--- src/rtl/ccl_pkg.sv ---
// Shared constants and FSM state type for the code-length symbol decoder.
// CCL_DEC_ERR_EN adds the sticky ERR state.
package ccl_pkg;

  localparam int MAX_LEN = 4;
  localparam int NSYM = 10;
  localparam int TBL_DEPTH = 16;
  localparam logic [3:0] SYM_INVALID = 4'hF;

`ifdef CCL_DEC_ERR_EN
  typedef enum logic [1:0] {
    IDLE, DECODE, EMIT, ERR
  } state_t;
`else
  typedef enum logic [1:0] {
    IDLE, DECODE, EMIT
  } state_t;
`endif

endpackage

--- src/rtl/ccl_dec_ctr.sv ---
// Decoder control FSM: bit/symbol handshakes and state sequencing.
// CCL_DEC_ERR_EN enables the sticky error state.
module ccl_dec_ctr
  import ccl_pkg::*;
(
  input  logic clk,
  input  logic rst_n,
  input  logic tbl_rdy_i,
  input  logic bit_valid_i,
  input  logic sym_ready_i,
  input  logic hit_i,
  input  logic full_i,
  output logic bit_ready_o,
  output logic sym_valid_o,
  output logic err_o,
  output logic dec_o
);

  state_t state_q;
  logic   bit_ready_q;
  logic   sym_valid_q;
  logic   fire;
`ifdef CCL_DEC_ERR_EN
  logic   err_q;
`endif

  assign fire  = bit_valid_i & bit_ready_q;
  assign dec_o = (state_q == DECODE) & tbl_rdy_i;

  always_ff @(posedge clk) begin
    if (!rst_n) begin
      state_q     <= IDLE;
      bit_ready_q <= 1'b0;
      sym_valid_q <= 1'b0;
`ifdef CCL_DEC_ERR_EN
      err_q       <= 1'b0;
`endif
    end else begin
      unique case (state_q)
        IDLE: begin
          if (tbl_rdy_i) begin
            state_q     <= DECODE;
            bit_ready_q <= 1'b1;
          end
        end
        DECODE: begin
          // table loss wins over a bit arriving on the same edge
          if (!tbl_rdy_i) begin
            state_q     <= IDLE;
            bit_ready_q <= 1'b0;
          end else if (fire && hit_i) begin
            state_q     <= EMIT;
            bit_ready_q <= 1'b0;
            sym_valid_q <= 1'b1;
          end else if (fire && full_i) begin
`ifdef CCL_DEC_ERR_EN
            state_q     <= ERR;
            bit_ready_q <= 1'b0;
            err_q       <= 1'b1;
`else
            state_q     <= DECODE;
`endif
          end
        end
        EMIT: begin
          if (sym_ready_i) begin
            sym_valid_q <= 1'b0;
            state_q     <= tbl_rdy_i ? DECODE : IDLE;
            bit_ready_q <= tbl_rdy_i;
          end
        end
`ifdef CCL_DEC_ERR_EN
        ERR: begin
          state_q <= ERR;
        end
`endif
        default: begin
          state_q     <= IDLE;
          bit_ready_q <= 1'b0;
          sym_valid_q <= 1'b0;
        end
      endcase
    end
  end

  assign bit_ready_o = bit_ready_q;
  assign sym_valid_o = sym_valid_q;
`ifdef CCL_DEC_ERR_EN
  assign err_o = err_q;
`else
  assign err_o = 1'b0;
`endif

endmodule

--- src/rtl/ccl_sym_decoder.sv ---
// Serial canonical-code symbol decoder; datapath here, FSM in ccl_dec_ctr.
// CCL_DEC_ERR_EN turns unmatched codewords into a sticky err.
module ccl_sym_decoder #(
  parameter int MAX_LEN = 4,
  parameter int SYM_W   = 4
) (
  input  logic             clk,
  input  logic             rst_n,
  input  logic             tbl_rdy,
  input  logic [63:0]      ccl_code_sq,
  input  logic [15:0]      ccl_count_sq,
  input  logic             bit_valid,
  input  logic             bit_in,
  output logic             bit_ready,
  output logic             sym_valid,
  output logic [SYM_W-1:0] sym,
  input  logic             sym_ready,
  output logic             err
);

  import ccl_pkg::*;

  localparam int LW = $clog2(MAX_LEN + 1);
  localparam int IW = $clog2(MAX_LEN);
  localparam int CW = $clog2(TBL_DEPTH);

  logic [SYM_W-1:0] cnt_a [MAX_LEN];
  logic [SYM_W-1:0] tbl_a [TBL_DEPTH];

  for (genvar i = 0; i < MAX_LEN; i++) begin : g_cnt
    assign cnt_a[i] = ccl_count_sq[i*SYM_W +: SYM_W];
  end
  for (genvar i = 0; i < TBL_DEPTH; i++) begin : g_tbl
    assign tbl_a[i] = ccl_code_sq[i*SYM_W +: SYM_W];
  end

  logic [CW-1:0]    code_q, code_d;
  logic [LW-1:0]    len_q, len_d;
  logic [CW:0]      first_q, first_d;
  logic [SYM_W-1:0] sym_q, sym_d;
  logic [CW:0]      code_n, diff;
  logic [SYM_W-1:0] cnt, entry;
  logic             fire, dec, hit, full;

  assign fire = bit_valid & bit_ready;

  // first_q tracks first[L] for the level the next bit completes
  always_comb begin
    code_n  = {code_q, bit_in};
    diff    = code_n - first_q;
    cnt     = cnt_a[len_q[IW-1:0]];
    entry   = tbl_a[code_n[CW-1:0]];
    hit     = fire && (diff < (CW+1)'(cnt))
              && (entry != SYM_W'(SYM_INVALID));
    full    = (len_q == LW'(MAX_LEN - 1));
    code_d  = code_q;
    len_d   = len_q;
    first_d = first_q;
    sym_d   = sym_q;
    if (!dec) begin
      code_d  = '0;
      len_d   = '0;
      first_d = '0;
    end else if (fire) begin
      if (hit || full) begin
        code_d  = '0;
        len_d   = '0;
        first_d = '0;
        if (hit) sym_d = entry;
      end else begin
        code_d  = code_n[CW-1:0];
        len_d   = len_q + 1'b1;
        first_d = (first_q + (CW+1)'(cnt)) << 1;
      end
    end
  end

  always_ff @(posedge clk) begin
    if (!rst_n) begin
      code_q  <= '0;
      len_q   <= '0;
      first_q <= '0;
      sym_q   <= '0;
    end else begin
      code_q  <= code_d;
      len_q   <= len_d;
      first_q <= first_d;
      sym_q   <= sym_d;
    end
  end

  assign sym = sym_q;

  ccl_dec_ctr u_ctr (
    .clk         (clk),
    .rst_n       (rst_n),
    .tbl_rdy_i   (tbl_rdy),
    .bit_valid_i (bit_valid),
    .sym_ready_i (sym_ready),
    .hit_i       (hit),
    .full_i      (full),
    .bit_ready_o (bit_ready),
    .sym_valid_o (sym_valid),
    .err_o       (err),
    .dec_o       (dec)
  );

endmodule

--- config.mk ---
export PLATFORM = sky130hd
export DESIGN_NAME = ccl_sym_decoder
export DESIGN_NICKNAME = d
export VERILOG_FILES = /design/src/rtl/ccl_pkg.sv /design/src/rtl/ccl_dec_ctr.sv /design/src/rtl/ccl_sym_decoder.sv
export SDC_FILE = /design/constraint.sdc
export NUM_CORES = 1
export LEC_CHECK = 0
export ABC_AREA = 0
export CAP_MARGIN = 20
export CELL_PAD_IN_SITES_DETAIL_PLACEMENT = 1
export CELL_PAD_IN_SITES_GLOBAL_PLACEMENT = 1
export CORE_ASPECT_RATIO = 1.2
export CORE_UTILIZATION = 30
export DETAILED_ROUTE_END_ITERATION = 10
export GPL_ROUTABILITY_DRIVEN = 0
export PLACE_DENSITY_LB_ADDON = 0.12
export RECOVER_POWER = 25
export SLEW_MARGIN = 0
export SYNTH_ARGS = -nofsm -noshare
export SYNTH_HDL_FRONTEND = slang
export SYNTH_SLANG_ARGS = --single-unit
--- constraint.sdc ---
create_clock -name clk -period 3.6 [get_ports clk]
set_clock_uncertainty 0.05 [all_clocks]
set_input_delay 0.72 -clock clk [delete_from_list [all_inputs] [get_ports clk]]
set_output_delay 0.72 -clock clk [all_outputs]
set_load 0.02 [all_outputs]
# Word-level counts from Yosys, hierarchy flattened
# Cells that the tools add are included.
# W data, S select, Z words.
dict set report totals {
  regBits 20
  inputBits 86
  wordCells 64
  out_inout_bits 7
}
dict set report op_classes {
  bitwise 5
  n_reduce_logical 11
  add_sub_neg 3
  mux 25
  eq_ne 10
  order_cmp 3
}
# operator n
set ops {}
lappend ops {{$mux W4} 5}
lappend ops {{$bmux W4 S4} 1}
lappend ops {{$mux W2} 5}
lappend ops {{$bmux W4 S2} 1}
lappend ops {{$mux W1} 8}
lappend ops {{$ne A2 B2 Y1 const B} 4}
lappend ops {{$ne A4 B4 Y1 const B} 2}
lappend ops {{$reduce_and A4 Y1} 2}
lappend ops {{$pmux W1 S3} 2}
lappend ops {{$pmux W2 S3} 1}
lappend ops {{$reduce_and A3 Y1} 2}
lappend ops {{$ge A5 B5 Y1 const B} 1}
lappend ops {{$lt A5 B4 Y1} 1}
lappend ops {{$mux W5} 1}
lappend ops {{$not A4 Y5} 1}
lappend ops {{$sub A5 B5 Y5} 1}
lappend ops {{$add A4 B4 Y4} 1}
lappend ops {{$logic_and A1 B1 Y1} 4}
lappend ops {{$add A3 B1 Y3 const B} 1}
lappend ops {{$eq A3 B2 Y1 const B} 1}
lappend ops {{$ge A3 B3 Y1 const B} 1}
lappend ops {{$mux W3} 1}
lappend ops {{$ne A3 B3 Y1 const B} 1}
lappend ops {{$not A2 Y3} 1}
lappend ops {{other kinds (7)} 8}

# Longest topological paths before layout
dict set report logic_depth {
  word_depth 11
  mapped_depth 13
  depth_no_buf 10
}

# Modules after synthesis
# A second synthesis with hierarchy kept.
dict set report hier_totals {
  hier_cells 156
  hier_area_um2 1710.4
}
# module area_per_inst_um2 n_inst cells_per_inst
set by_module_without_submodules {}
lappend by_module_without_submodules {ccl_sym_decoder 1507.7 1 132}
lappend by_module_without_submodules {ccl_dec_ctr 202.7 1 24}

# Least setup slack after synthesis
# Ideal clock, no wire load.
dict set report synth_timing {
  kind {reg2reg}
  start {register code_q[0]}
  end {register sym_q[0] (netlist: sym[0])}
  required_time_ns 3.431
  t_arrival_ns 2.955
  synth_period_minus_slack_ns 3.124
  setup_ns 0.119
  stages_incl_launch_ff 13
  n_path_buf 2
  path_slack_ns 0.476
  path_cell_list {dfxtp_1 -> buf_4 -> inv_1 -> ha_1 -> inv_1 -> fa_1 -> ha_1 -> a21o_1 -> a211o_1 -> nand4bb_1 -> clkbuf_1 -> or2_2 -> o221a_2}
}
dict set report synth_via {
  elab_chain_len 8
  elab_cells_between_ends 11
  cone_classes {add/sub: 1; order compare: 1; eq/ne: 1; mux: 3; bitwise: 1; reduce/logical: 4}
}
# element line_no
set synth_rtl {}
lappend synth_rtl {{start: declaration} ccl_sym_decoder.sv:37} ;# logic [CW-1:0] code_q, code_d;
lappend synth_rtl {{start signal: assignment} ccl_sym_decoder.sv:85} ;# code_q <= code_d;
lappend synth_rtl {{parallel branches: the longest is 8 deep, another holds $sub A5 B5 Y5} n/a}
lappend synth_rtl {{end signal: assignment} ccl_sym_decoder.sv:88} ;# sym_q <= sym_d;
lappend synth_rtl {{end: declaration} ccl_sym_decoder.sv:40} ;# logic [SYM_W-1:0] sym_q, sym_d;
# Several ways; the timed one is not identified. The select of a mux whose other input is x is not followed.
# A chain may end at the register's enable or synchronous reset.

# Worst setup path in the final report
dict set report layout_timing {
  start {input ccl_count_sq[10]}
  end {register sym_q[1] (netlist: sym[1])}
}
dict set report layout_via {
  elab_chain_len 8
}
# element line_no
set layout_rtl {}
lappend layout_rtl {{start: declaration} ccl_sym_decoder.sv:11} ;# input logic [15:0] ccl_count_sq,
lappend layout_rtl {{$bmux W4 S2 *} ccl_sym_decoder.sv:51} ;# cnt = cnt_a[len_q[IW-1:0]];
lappend layout_rtl {{$mux W4 (implied by the code) * (2 in a row)} ccl_sym_decoder.sv:51}
lappend layout_rtl {{$lt A5 B4 Y1 *} ccl_sym_decoder.sv:53} ;# hit = fire && (diff < (CW+1)'(cnt))
lappend layout_rtl {{$logic_and A1 B1 Y1 *} ccl_sym_decoder.sv:53}
lappend layout_rtl {{$logic_and A1 B1 Y1 *} ccl_sym_decoder.sv:54} ;# && (entry != SYM_W'(SYM_INVALID));
lappend layout_rtl {{$logic_or A1 B1 Y1} ccl_sym_decoder.sv:65} ;# if (hit || full) begin
lappend layout_rtl {{$reduce_and A4 Y1 (no source line) *} n/a}
# Every way passes the cells marked *; elsewhere a longest branch is shown, timed or not. The select of a mux whose other input is x is not followed.

==> summary.txt <==
Timing
  • Fin. Hold Viols: 0
  • Final Cycle Share: 0.876
  • Slew margin rel.: 0.551
  • Setup-failing EPs final: 0
  • Post-layout min period: 3.15 ns
  • Final TNS setup: 0 ns
  • Min Hold Slack: 0.422 ns
  • F_max: 0.317 GHz
  • Worst-Margin Slew: 0.673 ns
  • RSZ-0062 raised after global routing: false
  • Slew Limit Fails: 0

Worst setup path
  • Crit path arrival time: 3.25 ns
  • CP Max Fanout: 4
  • Crit start category: input port
  • Worst Path Required: 3.69 ns
  • Crit. End Element: flip-flop
  • WS Path Type: input port to flip-flop

Clocking
  • Clock slew at reported path FFs: 0.08 ns
  • Total clock buffers created by CTS: 3
  • Hold Buf Count CTS: 0
  • H-tree depth: 1
  • Setup bufs post-CTS: 0
  • CTS tree: yes
  • Clock Sinks: 19
  • Post-CTS Resized: 0
  • Clock buffer depth: 2
  • Root Buffer: clkbuf_8
  • Worst-Skew Late Latency: 0.26 ns

Yosys
  • Cells after Synth: 175
  • Register area share after synthesis: 0.203
  • Top cell type's share of synthesized area: 0.203
  • Syn_area_per_cell: 10.7 um^2
  • Cell variety after synth: 47
  • Top post-synthesis cells by area: dfxtp_1, mux4_1, mux2i_1
  • Ys async rst share: 0
  • Post-synth EDFFs: 0
  • Syn_nets: 272
  • Yosys warns: 0
  • Mapped cell area: 1870 um^2
  • Yosys reg bits: 19
  • Commonest cells in the netlist: dfxtp_1, inv_1, nand2_1
  • Post-synth top area cell: dfxtp_1
  • Most frequent cell after synthesis: dfxtp_1
  • Main synth FF type: dfxtp_1

Placement
  • Area after DPL: 2850 um^2
  • Hpwl dp: 4470 um
  • PortBufs: 91

Cells and area
  • Antenna cells: 0
  • Final instance area: 2890 um^2
  • Nets: 361
  • Register area: 380 um^2
  • Filler instances: 684
  • Area growth, synth to finish: 54.5%
  • Multi-input gate area: 1330 um^2
  • Layout Utilization: 0.481
  • Share of layout cells above drive strength 1: 0.125

Flow run
  • Max_cap viols: 0

Global routing
  • Vias in the first global route: 1936
  • GR Util All Layers: 0.178
  • Largest net degree at the start of global routing: 25
  • First-pass GRT wire length: 8910 um
  • Initial antenna violation count: 0
  • Grt total ovfl: 0

Hold path
  • Worst min path class: flip-flop to flip-flop

Route
  • Final ANT Viol Nets: 0
  • Residual DRC count: 0
  • Final WL: 5200 um
  • Via count: 1753
  • Drt pass-1 iters: 4
  • Via density: 5.08
  • Drt wl/cell: 15.1 um
  • Initial DRC count: 19

Floorplanning
  • Full die area: 6560 um^2
  • # IOs: 93
  • Initial core utilization: 0.312
  • Die height: 88.6 um
  • Die width: 74.1 um
  • Total core area: 6010 um^2
  • Row cnt: 31

Pwr
  • Leak: 1.11 nW
  • PwrDens: 193 nW/um^2
  • Worst VDD drop: 0.113 mV
  • Power, Total: 0.558 mW

Outcome
  • Status: completed
final timing paths:
kind                          from       end  slack [ns]  cells after the start
setup reg to reg          len_q[0]    sym[1]        0.68                      8
hold / removal            len_q[2]  len_q[2]        0.42                      2
setup / recovery  ccl_count_sq[10]    sym[1]        0.45                      9
hold reg to reg           len_q[2]  len_q[2]        0.42                      2
per-stage QoR:
stage	std cells	setup slack, ns
finish	345	0.446
global route	345	0.332
CTS	345	0.425
detailed placement	341	0.159
global placement	341	0.209
floorplan	175	0.476
area by class of cell:
| class | count | share of cell area |
|---|---|---|
| clock inverter | 1 | 0.00173 |
| timing repair buffer | 96 | 0.336 |
| inverter | 16 | 0.0208 |
| clock buffer | 3 | 0.0143 |
| sequential | 19 | 0.131 |
| tap | 82 | 0.0355 |
| multi-input combinational | 128 | 0.460 |
flip-flops by register name, summed over array words and instances, names as in the netlist:
| name | flops |
|---|---|
| code_q | 4 |
| first_q | 4 |
| sym | 4 |
| len_q | 3 |
| u_ctr.state_q | 2 |
| u_ctr.bit_ready_o | 1 |
| u_ctr.sym_valid_o | 1 |
where the power goes:
part	internal, mW	total (mW)	switching [mW]
clock network	0.0769	0.148	0.0713
registers	0.213	0.217	0.00363
logic	0.129	0.193	0.0644
per-layer routing:
metal | track usage | routed length, um | share of wire
met5 | 0 | 0 | 0
met4 | 0.0577 | 102 | 0.020
met3 | 0.0251 | 177 | 0.034
met2 | 0.339 | 2930 | 0.56
met1 | 0.199 | 2000 | 0.38
cell families after synthesis:
family / Yosys count / share of synthesized area
other cells: 1 / 0.00200
xor+xnor: 4 / 0.0187
simple gates: 36 / 0.0955
fa+ha+maj: 11 / 0.0815
mux: 30 / 0.275
flops: 19 / 0.203
compound gates: 46 / 0.238
buf+inv: 28 / 0.0862
cells in the final DEF, fill, tap and decap left out, types with 3 or more instances in the layout:
cell type,netlist,final
clkdlybuf4s50_1,0,85
nand2_1,16,16
ha_1,9,9
o221a_2,4,4
a221oi_1,5,5
mux4_2,4,4
a22oi_1,3,3
nor2b_1,5,5
mux2i_1,15,15
o31ai_2,9,9
o21ai_0,5,5
dlygate4sd3_1,0,6
nand3_1,4,4
buf_4,2,3
nor2_1,4,4
inv_1,16,16
a21oi_1,3,3
clkbuf_8,0,3
dfxtp_1,19,19
mux4_1,10,10
worst max-delay path, stage by stage:
cell	delay (ns)
clkdlybuf4s50_1	0.40
mux4_2	0.51
inv_1	0.08
ha_1	0.23
a21o_1	0.18
a211o_1	0.30
nand4bb_1	0.19
or2_2	0.35
o221a_2	0.28
Note: power is estimated with default switching activity, not from simulation.
==> variant 1 (same flow settings) <==
The 3 states of `state_t` get a one-hot encoding in 3 bits.
--- a/src/rtl/ccl_pkg.sv
+++ b/src/rtl/ccl_pkg.sv
@@ -12,8 +12,8 @@
     IDLE, DECODE, EMIT, ERR
   } state_t;
 `else
-  typedef enum logic [1:0] {
-    IDLE, DECODE, EMIT
+  typedef enum logic [2:0] {
+    IDLE = 3'b001, DECODE = 3'b010, EMIT = 3'b100
   } state_t;
 `endif
 
Function: no difference found for any inputs over 10 cycles, from zero or initial values and one cycle with rst_n low; not proved beyond that.
==> variant 1 against the original RTL <==
  * Sequential power is 6% higher
  * First-iteration DRC count grew to 5.1 times the old value
  * Area after synthesis is 1.4% higher
  * Total power is 6.7% higher
  * Hold slack worse by 0.0085 ns
  * Design area is 1.5% higher
  * Cell count is 3.2% higher
  * Routed wire length is 2.7% higher
  * Count of clock-buffer cells in the layout is 1 higher
  * Non-clock buffer count is 3 higher
  * Sequential cell count is 1 higher
  * Sequential share of layout area is 0.49 points higher
  * Worst setup slack better by 0.089 ns
  * Largest cell class unchanged
  * Highest routed layer unchanged
==> variant 1: results (changes against the original RTL) <==
Status
The run finished with clean final reports.

Synthesis
The number of distinct library cell variants in the gate-level netlist after synthesis is 42 (-11%). The count of warnings emitted by yosys is 0 (unchanged). The register area share after synthesis is 21.1% (+0.77 points).

By area the synthesized netlist is led by dfxtp_1 21%, mux4_1 15%, mux4_2 11%. The proportion of register bits with asynchronous set or reset after synthesis is 0% (unchanged). The commonest cells after synthesis are 20 x dfxtp_1, 16 x nand2_1, 14 x a21oi_1.

The net count after synthesis came to 282 (+3.7%).

Routing
The number of detailed-routing iterations run before antenna repair came to 4 (unchanged). The per-cell via count in the routed design is 5.16 (+1.6%). The highest layer touched by signal routing is met4. The met1 routed wirelength after detailed routing came to 2.19 mm (+9.5%). The routed wire length on met2 is 2.73 mm (-6.7%).

The detailed router's first-iteration violation count is 96 (+77). The average wire per standard cell is 15.0 um (-0.50%). The total met3 wirelength after detailed routing is 360 um (+100%).

Clocking
The maximum level of the CTS H-tree is 1 (unchanged). The number of buffers inserted by post-CTS setup repair is 0 (unchanged). The number of buffers inserted during clock tree synthesis is 3 (unchanged). The total of cells resized after clock tree synthesis is 0 (unchanged). The deepest clock path buffer count is 2 (unchanged). The cell at the root of the clock tree is clkbuf_8. The clock transition at the register clock pins on the worst setup and hold paths after CTS is 0.08 ns (about the same).

The worst-skew pair later-pin latency came to 0.26 ns (about the same).

Cells and area
The fraction of layout cells with a size suffix above 1 is 8.39% (-4.2 points). The number of filler cells placed in the layout is 718 (+5.0%). The antenna diode count was 0 (unchanged). The net total in the final layout was 372 (+3.0%).

Placement
The placement-stage cell area is 2880 um^2 (+1.2%). The number of buffers inserted by port buffering was 91 (unchanged). The placed wire-length estimate came to 4.45 mm (-0.44%).

Global route
The pin count of the biggest net entering global routing is 23 (-8.0%). The global-route wire length before repair was 8.74 mm (-2.0%). The overall track demand over capacity in global routing was 17.2% (-0.59 points). The initial antenna violation count is 0 (unchanged).

The via count of the first global-routing pass is 1958 (+1.1%).

Job
The max-cap violation count is 0 (unchanged).

Worst setup path
The largest fanout of any net on the critical path is 9 (+5). The critical path arrival is 3.18 ns (-0.07 ns).

Timing
The max-slew headroom at the worst pin came to 59.7% (+4.6 points).

Power
The leakage power total is 1.09 nW (-1.9%). The maximum vdd drop is 0.000105 V (-7.2%).

Hold path
The kind of path behind the tightest hold check is register to register.
-- variant 1: cell types whose count changed after synthesis, sizes merged, moves of 5 or more --
| cell | delta |
|---|---|
| a221oi | -6 |
| nand2b | +5 |
| a21oi | +11 |
| mux4 | +6 |
| o21a | +11 |
| o31ai | -11 |
| o211ai | +9 |
-- variant 1: area by class of cell --
cell class | count | area [um^2] | share of cell area, %
timing repair buffer | 99 | 983 | 33.5
inverter | 14 | 52.6 | 1.79
tap | 82 | 103 | 3.49
multi-input combinational | 137 | 1340 | 45.7
sequential | 20 | 400 | 13.6
clock buffer | 4 | 55.1 | 1.87
-- variant 1: metrics by stage --
stage	setup WS, ns	power (W)	utilization [%]	std cells	hold WS (ns)
finish	0.535	0.000595	48.2	356	0.413
global route	0.340	0.000632	48.2	356	0.442
global placement	0.332	0.000424	47.3	352	0.397
detailed placement	0.228	0.000427	47.3	352	0.405
CTS	0.508	0.000607	48.2	356	0.416
floorplan	0.818	0.000316	-	185	0.386
-- variant 1: layer usage --
| metal | global-route usage [%] | vias up |
|---|---|---|
| li1 | - | 885 |
| met2 | 30.9 | 73 |
| met1 | 20.4 | 875 |
| met4 | 5.15 | 0 |
| met3 | 3.61 | 5 |
| met5 | 0 | - |
-- variant 1: worst max-delay path: stages --
cell and delay, ns:
clkdlybuf4s50_1 0.40, mux4_2 0.49, inv_1 0.08, ha_1 0.22, a21boi_0 0.12, o31ai_1 0.27, buf_4 0.18, o2111ai_2 0.26
o21a_1 0.26, o21a_1 0.17
-- variant 1: worst paths after layout --
path              cells after the start               endpoint                    from  slack (ns)
setup / recovery                     10    sym[0]$_SDFFE_PN0P_        ccl_count_sq[13]        0.53
hold / removal                        2  len_q[2]$_SDFFE_PN0P_   len_q[2]$_SDFFE_PN0P_        0.41
setup reg to reg                     11    sym[0]$_SDFFE_PN0P_  code_q[0]$_SDFFE_PN0P_        0.67
hold reg to reg                       2  len_q[2]$_SDFFE_PN0P_   len_q[2]$_SDFFE_PN0P_        0.41
-- variant 1: kinds of logic after synthesis --
kind of cell / count (synthesis) / share of synthesized area (%)
AOI/OAI and AO/OA: 51 / 18.1
xor gates and xnor gates: 4 / 1.84
adders and majority gates: 11 / 8.04
buffers and inverters: 28 / 8.23
DFF: 20 / 21.1
muxes: 32 / 32.2
other: 1 / 0.197
and+or+nand+nor: 38 / 10.3
-- variant 1: power by group --
part	internal [W]	leakage [nW]	switching, W	total, W
Combinational	0.000131	0.897	0.0000575	0.000189
Sequential	0.000225	0.162	0.00000521	0.000230
Clock	0.0000975	0.0288	0.0000789	0.000176
Total	0.000454	1.09	0.000142	0.000595
==> variant 2 (config.mk and constraints unchanged) <==
Made on the original files. The option `CCL_DEC_ERR_EN` is turned on by a define.
--- a/src/rtl/ccl_pkg.sv
+++ b/src/rtl/ccl_pkg.sv
@@ -1,5 +1,7 @@
 // Shared constants and FSM state type for the code-length symbol decoder.
 // CCL_DEC_ERR_EN adds the sticky ERR state.
+`define CCL_DEC_ERR_EN
+
 package ccl_pkg;
 
   localparam int MAX_LEN = 4;
Behaviour: not the same (Yosys sat finds a counterexample within 10 cycles, from zero or initial values and one cycle with rst_n low).
==> variant 2 against the original RTL <==
  * Sequential power rose by 5%
  * Design area rose by 5.4%
  * Combinational power fell by 4%
  * Routed wire length rose by 4.0%
  * Area after synthesis rose by 11%
  * Worst setup slack improved by 0.22 ns
  * Register-to-register slack improved by 0.14 ns
  * Fmax rose by 7.4%
  * Critical path type unchanged
  * Critical path depth did not move
  * Total power rose by 14%
  * Sequential cell count rose by 1
==> variant 2: results (changes against the original RTL) <==
Hold path
The worst hold path begins at u_ctr.sym_valid_o$_SDFFE_PN0P_. For hold timing, the worst endpoint is u_ctr.sym_valid_o$_SDFFE_PN0P_.

Clocking
The clock transition at the register clock pins on the worst setup and hold paths after CTS is 0.08 ns (about the same). The maximum level of the CTS H-tree came to 1 (unchanged). CTS placed an instance of clkbuf_8 at the clock tree root. The deepest clock path buffer count is 2 (unchanged). The number of buffers inserted by post-CTS setup repair came to 0 (unchanged). The number of buffers inserted during clock tree synthesis is 3 (unchanged).

Cells and area
The final cell count without fillers came to 354 (+2.6%). The antenna diode count is 0 (unchanged). The net total in the final layout came to 367 (+1.7%).

The fraction of layout cells with a size suffix above 1 is 14.1% (+1.6 points).

Global route
The initial antenna violation count was 0 (unchanged). The overall track demand over capacity in global routing is 15.6% (-2.2 points). The global-route wire length before repair is 8.72 mm (-2.2%).

The via count of the first global-routing pass is 1854 (-4.2%). The pin count of the biggest net entering global routing is 18 (-28%).

Synthesis
In the synthesized netlist, the cells that appear most often are 21 x inv_1, 20 x dfxtp_1, 19 x nand2_1. The number of distinct library cell variants in the gate-level netlist after synthesis is 49 (+4.3%). The net count after synthesis was 280 (+2.9%). In the synthesized netlist the dominant register cell turns out to be dfxtp_1. Sorting the synthesized cells by area gives the leading types as dfxtp_1 19%, mux4_1 18%, o31ai_4 9.2%. The register area share after synthesis is 19.3% (-1.0 points). The number of enable-type register cells in the synthesized netlist was 0 (unchanged). The proportion of register bits with asynchronous set or reset after synthesis was 0% (unchanged). The average footprint of a synthesized cell came to 11.3 um^2 (+5.9%).

Power
The maximum vdd drop is 0.000105 V (-7.5%). The leakage power total is 1.23 nW (+11%).

Worst setup path
The register-to-register path setup slack was 0.82 ns (+0.14 ns). In this run the critical register-to-register path is captured at u_ctr.state_q[1]$_SDFFE_PN0P_. The largest fanout of any net on the critical path is 14 (+10). In this run the critical register-to-register path is launched from len_q[0]$_SDFFE_PN0P_. The critical path arrival is 3.04 ns (-0.21 ns).

Status
The flow ran to the end, and the final reports show no timing, DRC or antenna violations.

Placement
The cell count after placement is 350 (+2.6%). The number of buffers inserted by port buffering is 92 (+1.1%). The placed wire-length estimate is 4.66 mm (+4.3%).

Timing
The pin slew with the least headroom to its limit is 0.966 ns (+0.293 ns).

Routing
The number of detailed-routing iterations run before antenna repair came to 4 (unchanged). The total detailed-routing wirelength is 5.41 mm (+4.0%). The detailed router's first-iteration violation count is 28 (+9). The per-cell via count in the routed design is 5.00 (-1.5%).

Job
The max-cap violation count is 0 (unchanged).
-- variant 2: critical path: stages --
cell and delay (ns):
clkdlybuf4s50_1 0.39, mux4_2 0.49, inv_1 0.07, ha_1 0.15
o21ai_0 0.08, a221o_1 0.38, o211a_1 0.16, o41a_4 0.23
o311a_1 0.37
-- variant 2: final cells by class --
class                           instances  area, um^2
Fill cell                             746        3520
Multi-Input combinational cell        125        1420
Timing Repair Buffer                   99         973
Sequential cell                        20         400
Tap cell                               85         106
Inverter                               21        78.8
Clock buffer                            3        41.3
Clock inverter                          1        30.0
-- variant 2: worst max path at each step --
stage / slack, ns / from / to / depth (start not counted)
after global routing: 0.54 / ccl_count_sq[13] / u_ctr.state_q[1]$_SDFFE_PN0P_ / 9
after floorplan: 0.84 / code_q[0]$_SDFFE_PN0P_ / sym[2]$_SDFFE_PN0P_ / 13
after global placement: 0.38 / ccl_count_sq[13] / u_ctr.state_q[1]$_SDFFE_PN0P_ / 9
final: 0.66 / ccl_count_sq[13] / u_ctr.state_q[1]$_SDFFE_PN0P_ / 9
after detailed placement: 0.35 / ccl_count_sq[13] / u_ctr.state_q[1]$_SDFFE_PN0P_ / 9
after CTS: 0.64 / ccl_count_sq[13] / u_ctr.state_q[1]$_SDFFE_PN0P_ / 9
-- variant 2: logic make-up (layout without fill, tap and decap cells) --
group | Yosys count | in the layout | synth area share [%]
simple gates | 47 | 47 | 11.9
mux | 20 | 20 | 24.2
compound gates | 43 | 43 | 23.2
xor+xnor | 4 | 4 | 1.69
flops | 20 | 20 | 19.3
fa+ha+maj | 11 | 11 | 7.36
buf+inv | 38 | 124 | 12.2
-- variant 2: per-layer routing --
layer	track usage, %	routed length (um)	up-vias
met1	17.7	2230	834
met5	0	0	-
met2	28.6	2820	56
li1	-	-	873
met4	5.40	104	0
met3	3.22	253	8
-- variant 2: per-stage QoR --
step | total power [W] | cell area [um^2] | hold WS (ns) | setup WS [ns] | utilization [%]
after global routing | 0.000668 | 3050 | 0.459 | 0.544 | 46.5
after detailed placement | 0.000420 | 2980 | 0.417 | 0.351 | 45.4
after global placement | 0.000419 | 2980 | 0.409 | 0.385 | 45.4
final | 0.000638 | 3050 | 0.426 | 0.663 | 46.5
after floorplan | 0.000318 | 2070 | 0.395 | 0.837 | -
after CTS | 0.000650 | 3050 | 0.429 | 0.636 | 46.5
-- variant 2: power by group --
part	switching, W	internal [W]	total, W
clock	0.0000769	0.000148	0.000225
combinational	0.0000569	0.000128	0.000185
sequential	0.00000409	0.000224	0.000228
total	0.000138	0.000500	0.000638
